`src/rtl/ham_pkg.sv`:
```
// Shared Hamming (15,11) definitions: codeword geometry, scrubber FSM states and
// the syndrome function used by any block that checks stored codewords.
package ham_pkg;

    localparam int HAM_W  = 15;
    localparam int HAM_DW = 11;
    localparam int HAM_PW = HAM_W - HAM_DW;

    typedef enum logic [2:0] {
        ST_IDLE,
        ST_WAIT,
        ST_RD,
        ST_RDW,
        ST_CHK,
        ST_WR,
        ST_NXT
    } state_e;

    // Syndrome bit k is the parity of every codeword bit whose 1-based position has bit k set.
    function automatic logic [HAM_PW-1:0] ham_15_11_syndrome(input logic [HAM_W-1:0] cw);
        logic [HAM_PW-1:0] syn;
        logic [HAM_PW-1:0] pos;
        syn = '0;
        for (int p = 0; p < HAM_W; p++) begin
            pos = HAM_PW'(p + 1);
            for (int k = 0; k < HAM_PW; k++) begin
                if (pos[k]) begin
                    syn[k] = syn[k] ^ cw[p];
                end
            end
        end
        return syn;
    endfunction

endpackage

```
`src/rtl/ham_15_11_fix.sv`:
```
// Combinational single-error corrector for Hamming (15,11): reports the syndrome
// and the codeword with bit (syndrome-1) flipped when the syndrome is non-zero.
module ham_15_11_fix
    import ham_pkg::*;
(
    input  logic [HAM_W-1:0]  cw_i,
    output logic [HAM_PW-1:0] syn_o,
    output logic [HAM_W-1:0]  cw_o
);

    logic [HAM_PW-1:0] syn;

    assign syn   = ham_15_11_syndrome(cw_i);
    assign syn_o = syn;
    assign cw_o  = (syn == '0) ? cw_i : (cw_i ^ (HAM_W'(1) << (syn - HAM_PW'(1))));

endmodule

```
`src/rtl/ham_15_11_scrubber.sv`:
```
// Background scrubber: sweeps every word, checks it and (with HAM_SCRUB_WRITEBACK_EN
// defined) writes corrected words back under an arbiter lock; otherwise detect-only.
module ham_15_11_scrubber
    import ham_pkg::*;
#(
    parameter int ADDR_W = 8,
    parameter int CNT_W  = 16,
    parameter int IVL_W  = 16
) (
    input  logic              clk_i,
    input  logic              rst_n_i,
    input  logic              start_i,
    input  logic              continuous_i,
    input  logic [IVL_W-1:0]  interval_i,
    input  logic              clr_cnt_i,
    output logic              mem_req_o,
    output logic              mem_we_o,
    output logic [ADDR_W-1:0] mem_addr_o,
    output logic [14:0]       mem_wdata_o,
    input  logic              mem_gnt_i,
    input  logic [14:0]       mem_rdata_i,
    input  logic              mem_rvalid_i,
    output logic              mem_lock_o,
    output logic              busy_o,
    output logic              done_o,
    output logic [CNT_W-1:0]  err_cnt_o,
    output logic [ADDR_W-1:0] last_addr_o,
    output logic [3:0]        last_syn_o
);

    state_e            state_q, state_d;
    logic [ADDR_W-1:0] addr_q;
    logic [IVL_W-1:0]  ivl_q;
    logic [HAM_W-1:0]  data_q;
    logic [CNT_W-1:0]  cnt_q;
    logic [ADDR_W-1:0] last_addr_q;
    logic [HAM_PW-1:0] last_syn_q;
    logic [HAM_PW-1:0] syn;
    logic [HAM_W-1:0]  fixed;
    logic              last_word;
    logic              fix_hit;
    state_e            go_state;

    ham_15_11_fix u_fix (
        .cw_i  (data_q),
        .syn_o (syn),
        .cw_o  (fixed)
    );

    assign last_word = (addr_q == '1);
    assign fix_hit   = (state_q == ST_CHK) && (syn != '0);
    // A zero interval skips WAIT entirely so a clean word costs exactly four cycles.
    assign go_state  = (interval_i == '0) ? ST_RD : ST_WAIT;

    always_ff @(posedge clk_i or negedge rst_n_i) begin
        if (!rst_n_i) begin
            state_q <= ST_IDLE;
        end else begin
            state_q <= state_d;
        end
    end

    always_comb begin
        state_d = state_q;
        case (state_q)
            ST_IDLE: if (start_i) state_d = go_state;
            ST_WAIT: if (ivl_q <= IVL_W'(1)) state_d = ST_RD;
            ST_RD:   if (mem_gnt_i) state_d = ST_RDW;
            ST_RDW:  if (mem_rvalid_i) state_d = ST_CHK;
`ifdef HAM_SCRUB_WRITEBACK_EN
            ST_CHK:  state_d = (syn != '0) ? ST_WR : ST_NXT;
            ST_WR:   if (mem_gnt_i) state_d = ST_NXT;
`else
            ST_CHK:  state_d = ST_NXT;
`endif
            ST_NXT:  state_d = (!last_word || continuous_i) ? go_state : ST_IDLE;
            default: state_d = ST_IDLE;
        endcase
    end

    always_comb begin
        mem_req_o = (state_q == ST_RD) || (state_q == ST_WR);
        mem_we_o  = 1'b0;
`ifdef HAM_SCRUB_WRITEBACK_EN
        mem_we_o  = (state_q == ST_WR);
`endif
        busy_o    = (state_q != ST_IDLE);
        done_o    = (state_q == ST_NXT) && last_word;
    end

    always_ff @(posedge clk_i or negedge rst_n_i) begin
        if (!rst_n_i) begin
            addr_q      <= '0;
            ivl_q       <= '0;
            data_q      <= '0;
            cnt_q       <= '0;
            last_addr_q <= '0;
            last_syn_q  <= '0;
        end else begin
            if (state_d == ST_WAIT && state_q != ST_WAIT) begin
                ivl_q <= interval_i;
            end else if (state_q == ST_WAIT) begin
                ivl_q <= ivl_q - IVL_W'(1);
            end
            if (state_q == ST_NXT) begin
                addr_q <= addr_q + ADDR_W'(1);
            end
            if (state_q == ST_RDW && mem_rvalid_i) begin
                data_q <= mem_rdata_i;
            end
            // Clear has priority over a same-cycle correction.
            if (clr_cnt_i) begin
                cnt_q <= '0;
            end else if (fix_hit && cnt_q != '1) begin
                cnt_q <= cnt_q + CNT_W'(1);
            end
            if (fix_hit) begin
                last_addr_q <= addr_q;
                last_syn_q  <= syn;
            end
        end
    end

`ifdef HAM_SCRUB_WRITEBACK_EN
    logic             lock_q;
    logic [HAM_W-1:0] wdata_q;

    // Lock spans read grant to write grant so no user write lands mid read-modify-write.
    always_ff @(posedge clk_i or negedge rst_n_i) begin
        if (!rst_n_i) begin
            lock_q  <= 1'b0;
            wdata_q <= '0;
        end else begin
            if (state_q == ST_RD && mem_gnt_i) begin
                lock_q <= 1'b1;
            end else if ((state_q == ST_CHK && syn == '0) || (state_q == ST_WR && mem_gnt_i)) begin
                lock_q <= 1'b0;
            end
            if (state_q == ST_CHK) begin
                wdata_q <= fixed;
            end
        end
    end

    assign mem_lock_o  = lock_q;
    assign mem_wdata_o = wdata_q;
`else
    logic unused_fix;
    assign unused_fix  = ^fixed;
    assign mem_lock_o  = 1'b0;
    assign mem_wdata_o = '0;
`endif

    assign mem_addr_o  = addr_q;
    assign err_cnt_o   = cnt_q;
    assign last_addr_o = last_addr_q;
    assign last_syn_o  = last_syn_q;

endmodule

```
`config.mk`:
```
export PLATFORM = sky130hd
export DESIGN_NAME = ham_15_11_scrubber
export DESIGN_NICKNAME = d
export VERILOG_FILES = /design/src/rtl/ham_pkg.sv /design/src/rtl/ham_15_11_fix.sv /design/src/rtl/ham_15_11_scrubber.sv
export SDC_FILE = /design/constraint.sdc
export NUM_CORES = 1
export LEC_CHECK = 0
export ABC_AREA = 1
export BUFFER_PORTS_ARGS = -buffer_cell sky130_fd_sc_hd__buf_4
export CORE_ASPECT_RATIO = 0.5
export CORE_MARGIN = 8
export CORE_UTILIZATION = 55
export CTS_CLUSTER_SIZE = 40
export DETAILED_ROUTE_END_ITERATION = 16
export MAX_ROUTING_LAYER = met4
export PLACE_DENSITY = 0.85
export SLEW_MARGIN = 20
export SYNTH_ARGS = -nofsm -noshare
export SYNTH_HDL_FRONTEND = slang
export SYNTH_SLANG_ARGS = --single-unit
```
`constraint.sdc`:
```
create_clock -name clk_i -period 3.55 [get_ports clk_i]
set_input_delay 0.5325 -clock clk_i [delete_from_list [all_inputs] [get_ports clk_i]]
set_output_delay 0.5325 -clock clk_i [all_outputs]
set_load 0.1 [all_outputs]
```
# == Word level (Yosys, flattened, before mapping) ==
# Index checks and enable logic that the tools add are counted.
# W data, S select, Z words.
# classes
eq_ne,10
mux,11
bitwise_logic,28
magnitude_cmp,1
n_reduce_logical,14
add_sub_neg,3
# ops
op,count
$mux W16,4
$xor A1 B1 Y1,28
$pmux W3 S6,1
$add A16 B1 Y16 const B,1
$le A16 B1 Y1 const B,1
$logic_not A16 Y1,1
$ne A16 B16 Y1 const B,1
$sub A16 B1 Y16 const B,1
$mux W3,4
$eq A3 B3 Y1 const B,3
$add A8 B1 Y8 const B,1
$eq A8 B8 Y1 const B,1
$eq A3 B1 Y1 const B,2
$eq A3 B2 Y1 const B,2
$logic_and A1 B1 Y1,5
$mux W2,2
$reduce_bool A2 Y1,2
$reduce_bool A4 Y1,1
$logic_not A3 Y1,1
$ne A3 B1 Y1 const B,1
$reduce_bool A3 Y1,1
$logic_or A1 B1 Y1,2
$logic_not A1 Y1,1
# word_totals
register_bits,70
wordCells,74
out_inout_bits,56

# == Logic depth before layout (Yosys ltp) ==
# Gate-level depths: netlist of run 1.
# depth
ltp_word,12
mapped_depth,16
mapped_depth_nobuf,15

# == Cells and area by module ==
# Synthesis of run 1 repeated with hierarchy kept, for this count alone.
# unflattened
hier_cells,718
area_unflattened_um2,4892.2
# modules_own_cells
module,cells_each,area_each_um2,seq_area_each_um2,n_inst
ham_15_11_scrubber,492,3896.2,1751.7,1
ham_15_11_fix,226,996.0,0.0,1

# == Least setup slack after synthesis of run 1 ==
# No wires, ideal clock.
# synth_timing
path_type,reg2out
start,reg addr_q[1] (netlist: mem_addr_o[1])
end,out done_o
stages_incl_launch_ff,6
slack_ns,-0.673
t_arrival_ns,3.690
required_time_ns,3.017
n_path_buf,0
path_cell_list,dfrtp_1 > ha_1 > nand3_1 > nor2_1 > nand4_1 > nor3_1
# synth_between
elab_chain_cells,2
# synth_rtl
item,line,text
"start, declared",ham_15_11_scrubber.sv:32,logic [ADDR_W-1:0] addr_q;
"start signal, assigned",ham_15_11_scrubber.sv:106,addr_q <= addr_q + ADDR_W'(1);
$eq A8 B8 Y1,ham_15_11_scrubber.sv:50,assign last_word = (addr_q == '1);
$logic_and A1 B1 Y1,ham_15_11_scrubber.sv:88,done_o = (state_q == ST_NXT) && last_word;
"end, declared",ham_15_11_scrubber.sv:25,"output logic done_o,"
# Every way passes these cells.

# == Worst setup path in the final report of run 1 ==
# layout_timing
start,reg addr_q[0] (netlist: mem_addr_o[0])
end,out done_o
# The elaborated chain is that of the path after synthesis.

==> flow_metrics.py, run 1 <==
metrics = {
    "cts": {
        "cts_tree": "done",
        "path_clk_slew_ns": 0.06,
        "ctsHoldBuffers": 0,
        "cts-buffers-inserted": 9,
        "ctsResizeCount": 0,
        "post-cts-setup-buffer-count": 0,
        "cts_max_level": 3,
        "cts_buffer_depth": 2,
        "cts-root-buf": "clkbuf_16",
        "cts.sinks": 70,
        "worst_skew_pair.late_latency_ns": 0.34,
    },
    "drt": {
        "dr_wl_met3_um": 700,
        "routed_wl_um": 11200,
        "drt_iter0_markers": 256,
        "wl_per_cell_um": 13.5,
        "drc": 0,
        "ant_nets": 0,
        "detail_route.vias_per_cell": 5.27,
        "met2_length_um": 5660,
        "wl_met1_um": 4710,
        "via_count": 4394,
        "dr.pass1.iters": 5,
        "routed.top_layer": "met4",
    },
    "timing": {
        "fin_crit_sh_pct": 65.2,
        "tightest_slew_ns": 0.895,
        "rsz0062_at_grt": "false",
        "setup-violations-final": 0,
        "relSlewSlack_pct": 40.4,
        "slew_violations": 0,
        "hold_viol": 0,
        "fin_crit_ns": 2.31,
        "setup_tns_ns": 0,
        "fin_skew_ns": 0.00766,
        "fmax_mhz": 432,
    },
    "worst_setup_path": {
        "worstPathMaxFanout": 3,
        "required_ns": 3.02,
        "startpoint_type": "flip-flop",
        "crit_arrival_ns": 1.78,
        "critPathCaptureType": "output port",
        "crit_type": "flip-flop to output port",
    },
    "finish": {
        "drive_gt1_share_pct": 22.5,
        "area_delta_synth_final_pct": 19.3,
        "final_util_pct": 68.7,
        "finalNetCount": 758,
        "num_antenna_cells": 0,
    },
    "floorplan": {
        "die-width_um": 146,
        "core_um2": 8120,
        "die_h_um": 81.2,
        "start_util_pct": 57.6,
        "io_pins": 94,
        "dieArea_um2": 11900,
        "fp-row-count": 23,
    },
    "synth": {
        "synth_top_area_share_pct": 37.5,
        "ys.warnings.count": 0,
        "syn-mean-instance-area_um2": 7.24,
        "synth_compound_area_share_pct": 6.00,
        "synth.cell_area_um2": 4670,
        "yosysUniqueCellTypes": 39,
        "synth_area_leaders": "dfrtp_1 37%, nand2_1 15%, nand3_1 6.2%, inv_1 4.8%, nor2_1 4.7%",
        "yosys.area_share.simple_pct": 39.9,
        "synth-main-ff-cell": "dfrtp_1",
        "seq_area_frac_synth_pct": 37.5,
        "syn_inst": 645,
        "async_flop_share_pct": 100,
        "synthAdderAreaFrac_pct": 1.07,
        "ys_ff_latch": 70,
        "synth_top_family_by_area": "simple AND/OR/NAND/NOR gates",
        "synth-edff-count": 0,
        "synth_mux_area_share_pct": 0,
        "synth_area_leader_cell": "dfrtp_1",
        "synth_xor_area_share_pct": 4.50,
    },
    "min_path": {
        "hp-class": "primary input to asynchronous set/reset pin",
    },
    "grt": {
        "grt_pass1_wl_um": 19800,
        "grt_pass1_vias": 4272,
        "grt_util_all_layers_pct": 20.6,
        "antenna_found_initial": 0,
        "grt_max_degree": 71,
        "overflow": 0,
    },
    "place": {
        "gp_congestion": 0.940,
        "dpl.hpwl_um": 8200,
        "io_buffer_count": 76,
    },
    "pwr": {
        "power_density_nw_per_um2": 905,
        "leakage_nw": 3.01,
        "peakVddDrop_mv": 0.451,
    },
    "run": {
        "maxCapViolations": 0,
    },
    "outcome": {
        "status": "finished, final reports clean",
    },
}
-- through the flow --
stage | total power (W) | area [µm²] | hold slack [ns] | instances | worst slack, ns
CTS | 0.00504 | 5560 | 0.364 | 832 | 1.21
floorplan | 0.00349 | 4740 | 0.237 | 661 | 0.170
global placement | 0.00387 | 5210 | 0.467 | 816 | 1.33
global route | 0.00542 | 5580 | 0.404 | 833 | 0.980
finish | 0.00504 | 5580 | 0.325 | 833 | 1.24
detailed placement | 0.00395 | 5210 | 0.470 | 816 | 1.29
-- synthesized netlist by cell type, types with 5 or more instances --
cell type	instances
inv_1	60
dfrtp_1	70
or2_2	5
o21ai_0	11
a21oi_1	20
buf_4	20
nand2_1	190
nand3_1	58
xnor2_1	6
o21ai_2	10
nand2_2	13
inv_2	11
nor3_1	12
xor2_1	18
nand4_1	26
nor2_1	59
nand3_2	15
-- power by group --
part	switching (W)	internal, W
logic	0.00191	0.000772
registers	0.000249	0.00104
clock network	0.000347	0.000724
-- worst max-delay path, stage by stage, from the launching register on --
cell and delay, ns:
dfrtp_1 0.37, ha_1 0.21, nand3_1 0.09, nor2_1 0.16
nand4_1 0.16, nor3_2 0.15, buf_4 0.31
-- routing by layer --
metal | up-vias | GRT usage [%]
li1 | 2186 | -
met1 | 2043 | 23.2
met2 | 146 | 36.0
met3 | 19 | 5.54
met4 | 0 | 6.01
met5 | - | -
-- cell families (layout without fill, tap and decap cells) --
family,count (synthesis),after routing
and+or+nand+nor,395,395
AOI/OAI and AO/OA,46,46
adders and majority gates,4,4
xor gates and xnor gates,24,24
buffers and inverters,105,165
other,1,17
DFF,70,70
-- registers in the layout, indices dropped and copies added, names as in the netlist --
name,flops
state_q,3
mem_addr_o,8
err_cnt_o,16
last_addr_o,8
ivl_q,16
last_syn_o,4
data_q,15
-- cells in the final DEF (no fill, tap or decap), types with 2 or more instances in the layout --
| master | instances |
|---|---|
| nand2_2 | 13 |
| nor2_4 | 4 |
| xnor2_1 | 6 |
| nor2_2 | 4 |
| nor3_2 | 3 |
| nand2_1 | 190 |
| inv_1 | 60 |
| clkbuf_16 | 9 |
| xor2_1 | 18 |
| conb_1 | 17 |
| bufinv_16 | 3 |
| buf_4 | 76 |
| o21ai_0 | 11 |
| nor4_1 | 2 |
| nor3_1 | 11 |
| a21oi_1 | 20 |
| nand3_1 | 58 |
| ha_1 | 4 |
| dfrtp_1 | 70 |
| or2_2 | 5 |
| clkinvlp_4 | 2 |
| nor2_1 | 59 |
| o21ai_2 | 10 |
| nand4_1 | 26 |
| clkbuf_8 | 2 |
| inv_2 | 11 |
| nand3_2 | 15 |
-- path summary, 6_finish.rpt --
kind / start / to / slack [ns] / cells past startpoint
setup / recovery: mem_addr_o[0] / done_o / 1.24 / 6
hold / removal: rst_n_i / ivl_q[3] / 0.32 / 1
setup reg to reg: data_q[14] / last_syn_o[2] / 1.26 / 13
hold reg to reg: last_addr_o[3] / last_addr_o[3] / 0.48 / 2
max in group asynchronous: rst_n_i / last_syn_o[0] / 2.65 / 1
min in group clk_i: interval_i[15] / ivl_q[15] / 0.40 / 3
-- final cells by class --
| class | instances | area (µm²) |
|---|---|---|
| inverter | 72 | 272 |
| multi-input combinational | 486 | 2470 |
| clock buffer | 11 | 253 |
| fill | 679 | 2540 |
| clock inverter | 5 | 105 |
| tap | 112 | 140 |
| timing repair buffer | 77 | 582 |
| sequential | 70 | 1750 |
(Power assumes the default switching activity.)
==> inputs of run 2 (changes only) <==
CORE_UTILIZATION = 50   (was 55)
PLACE_DENSITY = 0.82   (was 0.85)
clock period = 2 ns   (was 3.55 ns; I/O delays follow)
==> flow_metrics.py, run 2 (synthesized netlist as in run 1, its figures left out) <==
metrics = {
    "grt": {
        "antenna_found_initial": 0,
        "grtUsageMet3_pct": 5.17,
        "grt_util_all_layers_pct": 19.5,
        "grt_pass1_wl_um": 20400,
        "grt_pass1_vias": 4538,
        "grt_use_met2_pct": 33.7,
        "overflow": 0,
        "use_met1_pct": 21.5,
        "grt_max_degree": 48,
        "grt_busiest_layer": "met2",
    },
    "pwr": {
        "power_switching_w": 0.00472,
        "power_density_nw_per_um2": 1560,
        "p_sw_share_pct": 49.3,
        "peakVddDrop_mv": 0.830,
        "power_frac_comb_pct": 56.1,
        "p_seq_share_pct": 24.2,
        "power.internal_w": 0.00486,
        "p_clk_share_pct": 19.7,
        "leakage_nw": 3.21,
    },
    "cts": {
        "cts_buffer_depth": 2,
        "cts_max_level": 3,
        "cts_tree": "done",
        "cts.sinks": 70,
        "cts-root-buf": "clkbuf_16",
        "path_clk_slew_ns": 0.06,
        "cts-buffers-inserted": 9,
        "worst_skew_pair.late_latency_ns": 0.35,
    },
    "place": {
        "place_area_um2": 5540,
        "dpl.hpwl_um": 8780,
        "gp_congestion": 0.935,
        "io_buffer_count": 76,
        "placed_cells": 847,
    },
    "timing": {
        "tightest_slew_ns": 0.613,
        "hold_viol": 0,
        "fin_skew_ns": 0.0118,
        "fin_crit_ns": 2.09,
        "fmax_mhz": 479,
        "rsz0062_at_grt": "true",
        "setup-violations-final": 1,
        "fin_crit_sh_pct": 104,
        "slew_violations": 0,
        "relSlewSlack_pct": 59.1,
        "fin_ws_ns": -0.0858,
        "setup_tns_ns": -0.0858,
    },
    "floorplan": {
        "start_util_pct": 50.5,
        "fp-row-count": 25,
        "io_pins": 94,
        "die_h_um": 84.4,
        "core_um2": 9260,
        "dieArea_um2": 12900,
        "die-width_um": 153,
    },
    "worst_setup_path": {
        "worstPathMaxFanout": 2,
        "startpoint_type": "flip-flop",
        "required_ns": 1.70,
        "crit_arrival_ns": 1.79,
        "critPathCaptureType": "output port",
        "crit_type": "flip-flop to output port",
    },
    "finish": {
        "finalNetCount": 794,
        "final_common_cell": "nand2_1",
        "fin_area_um2": 6130,
        "final_cell_mix": "186 x nand2_1, 106 x buf_4, 57 x inv_1, 56 x nor2_1, 50 x dfrtp_1",
        "drive_gt1_share_pct": 32.2,
        "finalNonFillerCells": 878,
        "area_delta_synth_final_pct": 31.1,
        "num_antenna_cells": 0,
    },
    "drt": {
        "wl_per_cell_um": 14.1,
        "routed_wl_um": 12400,
        "ant_nets": 0,
        "drc": 0,
        "via_count": 4592,
        "detail_route.vias_per_cell": 5.23,
        "drt_iter0_markers": 279,
        "dr.pass1.iters": 5,
    },
    "min_path": {
        "hp-class": "primary input to flip-flop",
    },
    "outcome": {
        "status": "finished, violations left",
        "violations": "negative setup slack",
    },
    "run": {
        "maxCapViolations": 0,
    },
}
[run 2: timing repair]
item	in CTS	in global routing
gates resized for setup	6	20
setup buffers	9	4
hold buffers	1	0
cloned	0	2
hold endpoints to repair	2	0
setup endpoints to repair	13	45
pin swaps	4	10
[run 2: layout make-up]
type                            instances  area [µm²]
Tap cell                              121         151
Inverter                               72         280
Fill cell                             748        3130
Clock inverter                          6         109
Multi-Input combinational cell        487        2650
Sequential cell                        70        1790
Timing Repair Buffer                  112         906
Clock buffer                           10         239
[run 2: path summary, 6_finish.rpt]
check | from | cells past startpoint | slack [ns] | to
max | mem_addr_o[0] | 6 | -0.09 | done_o
min | interval_i[14] | 3 | 0.16 | ivl_q[14]
max reg2reg | data_q[6] | 15 | 0.06 | last_addr_o[5]
min reg2reg | last_syn_o[3] | 2 | 0.49 | last_syn_o[3]
max in group asynchronous | rst_n_i | 3 | 0.89 | data_q[13]
min in group asynchronous | rst_n_i | 2 | 0.51 | state_q[0]
[run 2: through the flow]
| stage | worst slack [ns] | utilization, % | hold WS [ns] | power [W] |
|---|---|---|---|---|
| finish | -0.0858 | 66.2 | 0.162 | 0.00958 |
| global placement | 0.0776 | 59.9 | 0.354 | 0.00712 |
| detailed placement | 0.0288 | 59.9 | 0.360 | 0.00727 |
| floorplan | -0.338 | - | 0.00441 | 0.00628 |
| global route | -0.138 | 66.2 | 0.164 | 0.0103 |
| CTS | -0.0583 | 64.8 | 0.161 | 0.00925 |
[run 2: power groups by stage]
| stage | Sequential (W) | Clock [W] | Combinational (W) |
|---|---|---|---|
| 2_1_floorplan | 0.00283 | 0 | 0.00345 |
| 3_3_place_gp | 0.00229 | 0 | 0.00482 |
| 3_5_place_dp | 0.00231 | 0 | 0.00496 |
| 4_1_cts | 0.00229 | 0.00190 | 0.00506 |
| 5_1_grt | 0.00237 | 0.00196 | 0.00593 |
| 6_report | 0.00232 | 0.00189 | 0.00537 |
[run 2: worst max-delay path, stage by stage, from the launching register on]
cell	delay (ns)
dfrtp_4	0.42
ha_4	0.15
nand3_4	0.08
nor2_4	0.10
nand4_1	0.22
nor3_4	0.27
buf_12	0.20
[run 2: metal layers]
layer,vias up,part of all wire [%]
met5,-,0
met4,0,1.6
met3,24,5.0
met2,124,51
met1,2185,42
li1,2259,-
